$ cat src/rtl/cis_line_sequencer_if.sv
// Signal bundle between the CIS line sequencer and its controller / scan datapath.
// The sequencer takes the slave view; the controller side takes the master view.
interface cis_line_sequencer_if #(
  parameter int PIX_W = 14
);
  logic             enable;
  logic             dpi_mode;
  logic [PIX_W-1:0] line_pixels;

  logic             CISCLK;
  logic             CISSI;
  logic             dpi_mode_lat;
  logic             pix_valid;
  logic [PIX_W-1:0] pix_idx;
  logic             line_start;
  logic             line_done;
  logic [15:0]      line_cnt;
  logic             busy;

  modport master (
    output enable, dpi_mode, line_pixels,
    input  CISCLK, CISSI, dpi_mode_lat, pix_valid, pix_idx,
           line_start, line_done, line_cnt, busy
  );

  modport slave (
    input  enable, dpi_mode, line_pixels,
    output CISCLK, CISSI, dpi_mode_lat, pix_valid, pix_idx,
           line_start, line_done, line_cnt, busy
  );
endinterface

$ cat src/rtl/cis_line_sequencer.sv
// CIS timing generator: divides clk into CISCLK, frames each line with CISSI,
// and emits per-pixel strobes plus line bookkeeping to the scan datapath.
module cis_line_sequencer #(
  parameter int CLK_DIV  = 4,
  parameter int PIX_W    = 14,
  parameter int SI_WIDTH = 1,
  parameter int GAP_CLKS = 2
) (
  input  logic                  clk,
  input  logic                  rst_n,
  cis_line_sequencer_if.slave   bus
);

  localparam int DIV_W = $clog2(CLK_DIV);
  localparam int SI_W  = $clog2(SI_WIDTH + 1);
  localparam int GAP_W = $clog2(GAP_CLKS + 1);

  localparam logic [DIV_W-1:0] DIV_LAST = DIV_W'(CLK_DIV - 1);
  localparam logic [DIV_W-1:0] DIV_HALF = DIV_W'(CLK_DIV / 2);
  localparam logic [SI_W-1:0]  SI_LAST  = SI_W'(SI_WIDTH - 1);
  localparam logic [GAP_W-1:0] GAP_LAST = GAP_W'(GAP_CLKS - 1);

  typedef enum logic [1:0] {
    ST_IDLE,
    ST_SI,
    ST_READOUT,
    ST_GAP
  } state_t;

  state_t           state_q, state_d;
  logic [DIV_W-1:0] div_q, div_d;
  logic [SI_W-1:0]  si_q, si_d;
  logic [GAP_W-1:0] gap_q, gap_d;
  logic [PIX_W-1:0] pix_q, pix_d;
  logic [PIX_W-1:0] npix_q, npix_d;
  logic             dpi_q, dpi_d;
  logic             cisclk_q, cisclk_d;
  logic             cissi_q, cissi_d;
  logic             pv_q, pv_d;
  logic [PIX_W-1:0] idx_q, idx_d;
  logic             ls_q, ls_d;
  logic             ld_q, ld_d;
  logic [15:0]      line_cnt_q, line_cnt_d;

  logic run;
  logic fall_ev;
  logic start;

  // Divider free-runs while a line is in flight or scanning is requested.
  always_comb begin
    run      = (state_q != ST_IDLE) || bus.enable;
    fall_ev  = run && (div_q == DIV_HALF);
    div_d    = '0;
    if (run) begin
      div_d = (div_q == DIV_LAST) ? '0 : div_q + 1'b1;
    end
    cisclk_d = run && (div_d < DIV_HALF);
  end

  // NOTE: every signal gets its hold/idle value before the case so no path
  // through this block leaves one unassigned, which would infer a latch.
  always_comb begin
    state_d    = state_q;
    si_d       = si_q;
    gap_d      = gap_q;
    pix_d      = pix_q;
    npix_d     = npix_q;
    dpi_d      = dpi_q;
    cissi_d    = cissi_q;
    pv_d       = 1'b0;
    idx_d      = idx_q;
    ls_d       = 1'b0;
    ld_d       = 1'b0;
    line_cnt_d = line_cnt_q;
    start      = 1'b0;

    if (fall_ev) begin
      unique case (state_q)
        ST_IDLE: begin
          start = bus.enable;
        end

        ST_SI: begin
          if (si_q == SI_LAST) begin
            cissi_d = 1'b0;
            if (npix_q == '0) begin
              state_d    = ST_GAP;
              gap_d      = '0;
              ld_d       = 1'b1;
              line_cnt_d = line_cnt_q + 16'd1;
            end else begin
              state_d = ST_READOUT;
              pix_d   = '0;
            end
          end else begin
            si_d = si_q + 1'b1;
          end
        end

        ST_READOUT: begin
          pv_d  = 1'b1;
          idx_d = pix_q;
          if (pix_q == npix_q - PIX_W'(1)) begin
            state_d    = ST_GAP;
            gap_d      = '0;
            ld_d       = 1'b1;
            line_cnt_d = line_cnt_q + 16'd1;
          end else begin
            pix_d = pix_q + PIX_W'(1);
          end
        end

        ST_GAP: begin
          if (gap_q == GAP_LAST) begin
            if (bus.enable) begin
              start = 1'b1;
            end else begin
              state_d = ST_IDLE;
            end
          end else begin
            gap_d = gap_q + 1'b1;
          end
        end

        default: state_d = ST_IDLE;
      endcase

      // Line inputs are captured only here, so mid-line changes wait a line.
      if (start) begin
        state_d = ST_SI;
        si_d    = '0;
        npix_d  = bus.line_pixels;
        dpi_d   = bus.dpi_mode;
        cissi_d = 1'b1;
        ls_d    = 1'b1;
      end
    end
  end

  // NOTE: sequential state uses non-blocking assignments so every register
  // samples the pre-edge values regardless of statement order.
  always_ff @(posedge clk or negedge rst_n) begin
    if (!rst_n) begin
      state_q    <= ST_IDLE;
      div_q      <= '0;
      si_q       <= '0;
      gap_q      <= '0;
      pix_q      <= '0;
      npix_q     <= '0;
      dpi_q      <= 1'b0;
      cisclk_q   <= 1'b0;
      cissi_q    <= 1'b0;
      pv_q       <= 1'b0;
      idx_q      <= '0;
      ls_q       <= 1'b0;
      ld_q       <= 1'b0;
      line_cnt_q <= '0;
    end else begin
      state_q    <= state_d;
      div_q      <= div_d;
      si_q       <= si_d;
      gap_q      <= gap_d;
      pix_q      <= pix_d;
      npix_q     <= npix_d;
      dpi_q      <= dpi_d;
      cisclk_q   <= cisclk_d;
      cissi_q    <= cissi_d;
      pv_q       <= pv_d;
      idx_q      <= idx_d;
      ls_q       <= ls_d;
      ld_q       <= ld_d;
      line_cnt_q <= line_cnt_d;
    end
  end

  assign bus.CISCLK       = cisclk_q;
  assign bus.CISSI        = cissi_q;
  assign bus.dpi_mode_lat = dpi_q;
  assign bus.pix_valid    = pv_q;
  assign bus.pix_idx      = idx_q;
  assign bus.line_start   = ls_q;
  assign bus.line_done    = ld_q;
  assign bus.line_cnt     = line_cnt_q;
  assign bus.busy         = (state_q != ST_IDLE);

endmodule

$ cat src/flat_wrapper.sv
// flat-port wrapper written by rule: the top's interface ports become plain ports
module cis_line_sequencer_flat 
#(
  parameter int CLK_DIV  = 4,
  parameter int PIX_W    = 14,
  parameter int SI_WIDTH = 1,
  parameter int GAP_CLKS = 2
)
  (clk, rst_n, bus_enable, bus_dpi_mode, bus_line_pixels, bus_CISCLK, bus_CISSI, bus_dpi_mode_lat, bus_pix_valid, bus_pix_idx, bus_line_start, bus_line_done, bus_line_cnt, bus_busy);
  cis_line_sequencer_if #(.PIX_W(PIX_W)) bus_i ();
  input  logic clk;
  input  logic rst_n;
  input wire logic [$bits(bus_i.enable)-1:0] bus_enable;
  input wire logic [$bits(bus_i.dpi_mode)-1:0] bus_dpi_mode;
  input wire logic [$bits(bus_i.line_pixels)-1:0] bus_line_pixels;
  output wire logic [$bits(bus_i.CISCLK)-1:0] bus_CISCLK;
  output wire logic [$bits(bus_i.CISSI)-1:0] bus_CISSI;
  output wire logic [$bits(bus_i.dpi_mode_lat)-1:0] bus_dpi_mode_lat;
  output wire logic [$bits(bus_i.pix_valid)-1:0] bus_pix_valid;
  output wire logic [$bits(bus_i.pix_idx)-1:0] bus_pix_idx;
  output wire logic [$bits(bus_i.line_start)-1:0] bus_line_start;
  output wire logic [$bits(bus_i.line_done)-1:0] bus_line_done;
  output wire logic [$bits(bus_i.line_cnt)-1:0] bus_line_cnt;
  output wire logic [$bits(bus_i.busy)-1:0] bus_busy;
  assign bus_i.enable = bus_enable;
  assign bus_i.dpi_mode = bus_dpi_mode;
  assign bus_i.line_pixels = bus_line_pixels;
  assign bus_CISCLK = bus_i.CISCLK;
  assign bus_CISSI = bus_i.CISSI;
  assign bus_dpi_mode_lat = bus_i.dpi_mode_lat;
  assign bus_pix_valid = bus_i.pix_valid;
  assign bus_pix_idx = bus_i.pix_idx;
  assign bus_line_start = bus_i.line_start;
  assign bus_line_done = bus_i.line_done;
  assign bus_line_cnt = bus_i.line_cnt;
  assign bus_busy = bus_i.busy;
  cis_line_sequencer #(.CLK_DIV(CLK_DIV), .PIX_W(PIX_W), .SI_WIDTH(SI_WIDTH), .GAP_CLKS(GAP_CLKS)) u_core (.clk(clk), .rst_n(rst_n), .bus(bus_i));
endmodule
$ cat config.mk
export PLATFORM = sky130hd
export DESIGN_NAME = cis_line_sequencer_flat
export DESIGN_NICKNAME = d
export VERILOG_FILES = /design/src/rtl/cis_line_sequencer_if.sv /design/src/rtl/cis_line_sequencer.sv /design/src/flat_wrapper.sv
export SDC_FILE = /design/constraint.sdc
export NUM_CORES = 1
export LEC_CHECK = 0
export ABC_AREA = 1
export CAP_MARGIN = 40
export CORE_UTILIZATION = 45
export DETAILED_ROUTE_END_ITERATION = 16
export PLACE_DENSITY = 0.7
export SYNTH_ARGS = -nofsm -noshare
export SYNTH_HDL_FRONTEND = slang
export SYNTH_SLANG_ARGS = --single-unit
$ cat constraint.sdc
create_clock -name clk -period 2.1 [get_ports clk]
set_clock_uncertainty 0.1 [all_clocks]
set_input_delay 0.315 -clock clk [delete_from_list [all_inputs] [get_ports clk]]
set_output_delay 0.315 -clock clk [all_outputs]
set_load 0.01 [all_outputs]
======== Yosys cells after proc, flatten, opt, wreduce, memory -nomap -nowiden ========
Index checks and enable logic that the tools add are counted.
storage, ports and cells
  bits in latches ......................... 0
  bits in read-only memories .............. 0
  flip-flop bits (word level) ............. 71
  output and inout bits ................... 37
  input port bits ......................... 18
  memories ................................ 0
  bits in writable memories ............... 0
operators by class
  add/sub/neg operators ................... 6
  multiplexer cells ....................... 41
  shifts and indexed selects .............. 0
  bitwise gates (word level) .............. 0
  divide/modulo/power cells ............... 0
  eq/ne operators ......................... 18
  magnitude comparators ................... 1
  reduce and logical (&&, ||, !) cells .... 18
  multiply operators ...................... 0
operators by type and width
  operator                                                                  count
  16-bit 2-to-1 mux                                                         3
  14-bit 2-to-1 mux                                                         3
  16-bit one-hot mux with 2 select lines                                    1
  14-bit one-hot mux with 2 select lines                                    1
  2-bit 2-to-1 mux                                                          11
  1-bit 2-to-1 mux                                                          18
  16-bit by 1-bit adder with 16-bit output (second input constant)          1
  14-bit by 1-bit adder with 14-bit output (second input constant)          1
  14-bit == test                                                            1
  14-bit zero test                                                          1
  14-bit by 1-bit subtractor with 14-bit output (second input constant)     1
  2-bit one-hot mux with 3 select lines                                     2
  6-bit AND reduction                                                       2
  2-bit inequality test (second input constant)                             5
  5-bit AND reduction                                                       2
  2-bit == test (second input constant)                                     4
  3-bit by 1-bit inequality test with 1-bit output (second input constant)  2
  2-bit AND reduction                                                       3
  2-bit nonzero test                                                        3
  2-bit by 1-bit adder with 2-bit output (second input constant)            2
  2-bit by 1-bit == test with 1-bit output (second input constant)          2
  2-bit by 1-bit inequality test with 1-bit output (second input constant)  2
  1-bit one-hot mux with 2 select lines                                     2
  4-bit nonzero test                                                        1
  other kinds (9)                                                           10

======== Depth between registers and ports, before layout ========
  word-level depth ........................ 6
  gate-level depth with buffers ........... 16
  gate-level depth less buffers ........... 16

======== Worst setup path before layout ========
OpenSTA, ideal clock, no wires.
  path type ............................... flip-flop to flip-flop
  from .................................... register u_core.npix_q[0]
  to ...................................... register u_core.pix_q[11]
  clock period less this slack ............ 2,118 ps
  data required time ...................... 1,874 ps
  buffers on the path ..................... 1
  slack ................................... -18 ps
  data arrival time ....................... 1,892 ps
  setup time .............................. 126 ps
  stages on the path, launching flop included .. 13
  cells stage by stage .................... dfrtp_1 inv_1 ha_1 nand3_2 nor2_2 nand3_1 nand2_1 nand2_1 nor2_1 nand4_1 nand3b_2 buf_2 o21ai_0
on the way
  longest elaborated chain between the ends .. 4
  elaborated cells between the ends (all ways) .. 6
RTL lines
  item                                           RTL line                   RTL
  start, declared                                cis_line_sequencer.sv:35   logic [PIX_W-1:0] npix_q, npix_d;
  start signal, assigned                         cis_line_sequencer.sv:164  npix_q <= npix_d;
  14-bit by 1-bit subtractor with 14-bit output  cis_line_sequencer.sv:103  if (pix_q == npix_q - PIX_W'(1)) begin
  14-bit == test                                 cis_line_sequencer.sv:103
  2-bit inequality test (no line)                n/a
  5-bit AND reduction (no line) *                n/a
  end signal, assigned                           cis_line_sequencer.sv:163  pix_q <= pix_d;
  end, declared                                  cis_line_sequencer.sv:34   logic [PIX_W-1:0] pix_q, pix_d;
Mark *: on every way between the ends. The rest lies on a longest branch, timed or not.
A chain may end at the register's enable or synchronous reset.

======== Worst setup path in the final report ========
  from .................................... register u_core.npix_q[0]
  to ...................................... register u_core.pix_q[5]
The elaborated chain is that of the path after synthesis.

==> metrics.md <==
| Metric | Value |
|---|---|
| Finished Core Util | `0.634` |
| Post-route minimum period | `2.19 ns` |
| Fraction of layout cells with a size suffix above 1 | `0.200` |
| TritonCTS Buffers | `9` |
| Pwr/cell area | `1050 nW/um^2` |
| Max Fclk | `457 MHz` |
| Setup slack, reg-to-reg | `-0.09 ns` |
| Failing checks | `negative setup slack` |
| Post-DP HPWL | `7140 um` |
| Hold Crit Endpoint | `u_core.div_q[0]$_DFF_PN0_` |
| Routability congestion estimate | `0.915` |
| Core area | `8760 um^2` |
| Worst Setup Start Kind | `flop` |
| Mapped Area | `4090 um^2` |
| Sink Count | `70` |
| CTS tree | `done` |
| Top area cells in the synthesized netlist | `dfrtp_1 (43%), nand2_1 (16%), o21ai_0 (5.9%), inv_1 (5.1%), ha_1 (4.3%)` |
| Post-synth top area share | `0.428` |
| Die X | `97.3 um` |
| First-pass GRT wire length | `17,300 um` |
| Setup WS pre-CTS | `-0.269 ns` |
| Area Growth Syn to Fin | `35.9%` |
| Hold Path Class | `reg -> reg` |
| Nets@finish | `676` |
| Outcome | `finished with violations` |
| Setup repair after global routing missed its margin | `true` |
| Total Routing Usage GR | `0.224` |
| DRT antenna net count | `0` |
| Vias in the first global route | `3,778` |
| Vias per cell | `5.11` |
| Initial DRC Count | `169` |
| DRC Markers | `0` |
| Worst slew margin | `0.660` |
| Worst-path fanout max | `7` |
| Wire length per cell | `13.5 um` |
| Endpoints failing setup | `27` |
| Hold Crit Start | `u_core.div_q[0]$_DFF_PN0_` |
| Req. time, crit path | `2.27 ns` |
| Via count | `3,868` |
| H-tree depth | `3` |
| Clk buf depth | `2` |
| Largest net degree at the start of global routing | `71` |
| Mean Syn Cell Area | `7.54 um^2` |
| Max-slew violations | `0` |
| Kind of critical path | `reg -> reg` |
| Reg2Reg Depth | `15` |
| Max cap viols | `0` |
| CTS Root Cell | `clkbuf_8` |
| Input/output buffers | `54` |
| Final clock period utilization by the worst path | `1.04` |
| FF-to-FF End | `u_core.pix_q[5]$_DFFE_PN0P_` |
| Max VDD drop | `514 uV` |
| Post-route total power | `5.82 mW` |
| Drt total wl | `10,200 um` |
| Row count | `34` |
| Initial antenna violation count | `0` |
| Worst r2r src | `u_core.npix_q[0]$_DFFE_PN0P_` |
| Leakage Power | `2.54 nW` |
| Clk_lat worst skew | `0.35 ns` |
| Num ports | `55` |
| Fin Setup TNS | `-1.16 ns` |
| Total grt overflow | `0` |
| Worst Setup SP | `u_core.npix_q[0]$_DFFE_PN0P_` |
| Synth Net Count | `574` |
| Worst Tran Pin Value | `0.509 ns` |
| DRT Pass-1 Iters | `5` |
| Worst-path clk slew | `0.08 ns` |
| Library cells used by synthesis | `34` |
| FF+latch count, synth | `70` |
| Sequential share of the synthesized area | `0.428` |
| Hold Path Cell Cnt | `1` |
| Die height | `97.3 um` |
| Syn. warnings | `0` |
| Filler Cells Inserted | `766` |
| Critical Path Sink Type | `flop` |
| Cells after synthesis | `542` |
| Leading area contributor after synthesis | `dfrtp_1` |
| WP data arrival | `2.36 ns` |
| Area of the die | `9470 um^2` |
| Initial core utilization | `0.467` |
| Hold Vio Cnt, Final | `0` |
| # diodes | `0` |
| Worst setup margin | `-0.0900 ns` |
[per-layer routing]
layer  up-vias  GRT usage  routed length, um
met5         -          0                  0
met4         0     0.0690                 95
met3        13     0.0410                481
met2       106      0.386               5250
met1      1818      0.284               4420
li1       1931          -                  -
[cell usage after synthesis]
master / instances
nor4_1: 4
clkinv_1: 1
nor2_8: 1
nand3_2: 2
nand3_1: 32
inv_1: 56
or2_1: 1
a21oi_4: 1
xnor2_1: 8
nand2_1: 174
buf_4: 1
nand2_2: 2
buf_6: 2
nor2_2: 2
nand3b_1: 3
dfrtp_1: 70
xor2_1: 16
a21oi_1: 4
mux2_2: 1
nand3b_2: 1
a22oi_1: 1
o21ai_0: 48
clkbuf_1: 8
nor2_4: 2
or2_2: 9
nor2_1: 39
buf_2: 3
nor3_1: 10
inv_2: 8
nand4_1: 14
o21ai_1: 2
nand2_4: 1
nor3_2: 1
ha_1: 14
[registers in the layout (all words and copies together), names as in the netlist]
name	flops
u_core.bus.line_start	1
u_core.div_q	2
u_core.pix_q	14
u_core.bus.pix_idx	14
u_core.bus.line_cnt	16
u_core.bus.line_done	1
u_core.gap_q	2
u_core.npix_q	14
u_core.bus.dpi_mode_lat	1
u_core.bus.pix_valid	1
u_core.bus.CISSI	1
u_core.bus.CISCLK	1
u_core.state_q	2
[worst max-delay path by stage]
stage,endpoint
6_report,u_core.pix_q[5]$_DFFE_PN0P_
5_1_grt,u_core.bus.line_cnt[15]$_DFFE_PN0P_
4_1_cts,u_core.bus.line_cnt[4]$_DFFE_PN0P_
3_5_place_dp,u_core.bus.line_cnt[2]$_DFFE_PN0P_
3_3_place_gp,u_core.bus.line_cnt[9]$_DFFE_PN0P_
2_1_floorplan,u_core.pix_q[11]$_DFFE_PN0P_
[cells by family (layout without fill, tap and decap cells)]
| logic type | Yosys count | after routing | synth area share |
|---|---|---|---|
| compound gates | 56 | 56 | 0.0719 |
| xor+xnor | 24 | 24 | 0.0514 |
| fa+ha+maj | 14 | 14 | 0.0428 |
| buf+inv | 79 | 183 | 0.0780 |
| flops | 70 | 70 | 0.428 |
| mux | 1 | 1 | 0.00275 |
| simple gates | 298 | 301 | 0.325 |
[metrics by stage]
| step | instance area (um^2) | hold slack (ns) | std cells |
|---|---|---|---|
| after floorplan | 4100 | -0.0806 | 542 |
| after global placement | 5040 | 0.271 | 732 |
| after detailed placement | 5040 | 0.271 | 732 |
| after CTS | 5450 | 0.375 | 755 |
| after global routing | 5560 | 0.408 | 757 |
| final | 5560 | 0.373 | 757 |
[cell type report]
class                   instances  area (um^2)  area share
inverters                      65          244      0.0439
flip-flops and latches         70         1750       0.315
clock buffers                  11          141      0.0254
repair buffers                102          950       0.171
clock inverters                 5          106      0.0191
well taps                     108          135      0.0243
multi-input cells             396         2230       0.401
[power by group]
| group | internal, mW | total (mW) | switching [mW] |
|---|---|---|---|
| Combinational | 1.16 | 2.61 | 1.45 |
| Sequential | 1.62 | 1.86 | 0.238 |
| Clock | 0.824 | 1.35 | 0.529 |
[repair_timing]
item                                   in CTS  in global routing
gates cloned                                2                  1
hold buffers                                1                  0
setup buffers                               4                  1
setup endpoints to repair                  36                 52
pin swaps                                   9                 11
gates resized for setup                    27                 41
endpoints found under the hold margin      70                  0
[placed cells by master, fill, tap and decap left out, types with 4 or more instances in the layout]
cell type	netlist	routed
buf_4	1	40
buf_6	2	4
clkbuf_8	0	10
clkdlybuf4s50_1	0	52
dfrtp_1	70	70
ha_1	14	13
inv_1	56	51
inv_2	8	13
nand2_1	174	162
nand2_2	2	12
nand3_1	32	31
nand3b_4	0	4
nand4_1	14	14
nor2_1	39	32
nor2_2	2	7
nor2_4	2	4
nor3_1	10	8
nor4_1	4	4
o21ai_0	48	29
o21ai_1	2	18
or2_2	9	9
xnor2_1	8	8
xor2_1	16	16
[worst max-delay path, cell delays in order, from the launching register on]
cell and delay, ns:
dfrtp_1 0.37, inv_2 0.07, ha_4 0.27, inv_2 0.03
nand2_1 0.05, nand2_1 0.04, nor2_1 0.09, nand2_1 0.05
nor2_1 0.09, nand3_1 0.12, nor2_4 0.16, nand4_1 0.17
buf_6 0.19, nand3b_4 0.15, nand2_1 0.07, o21ai_1 0.09
(Power assumes the default switching activity.)
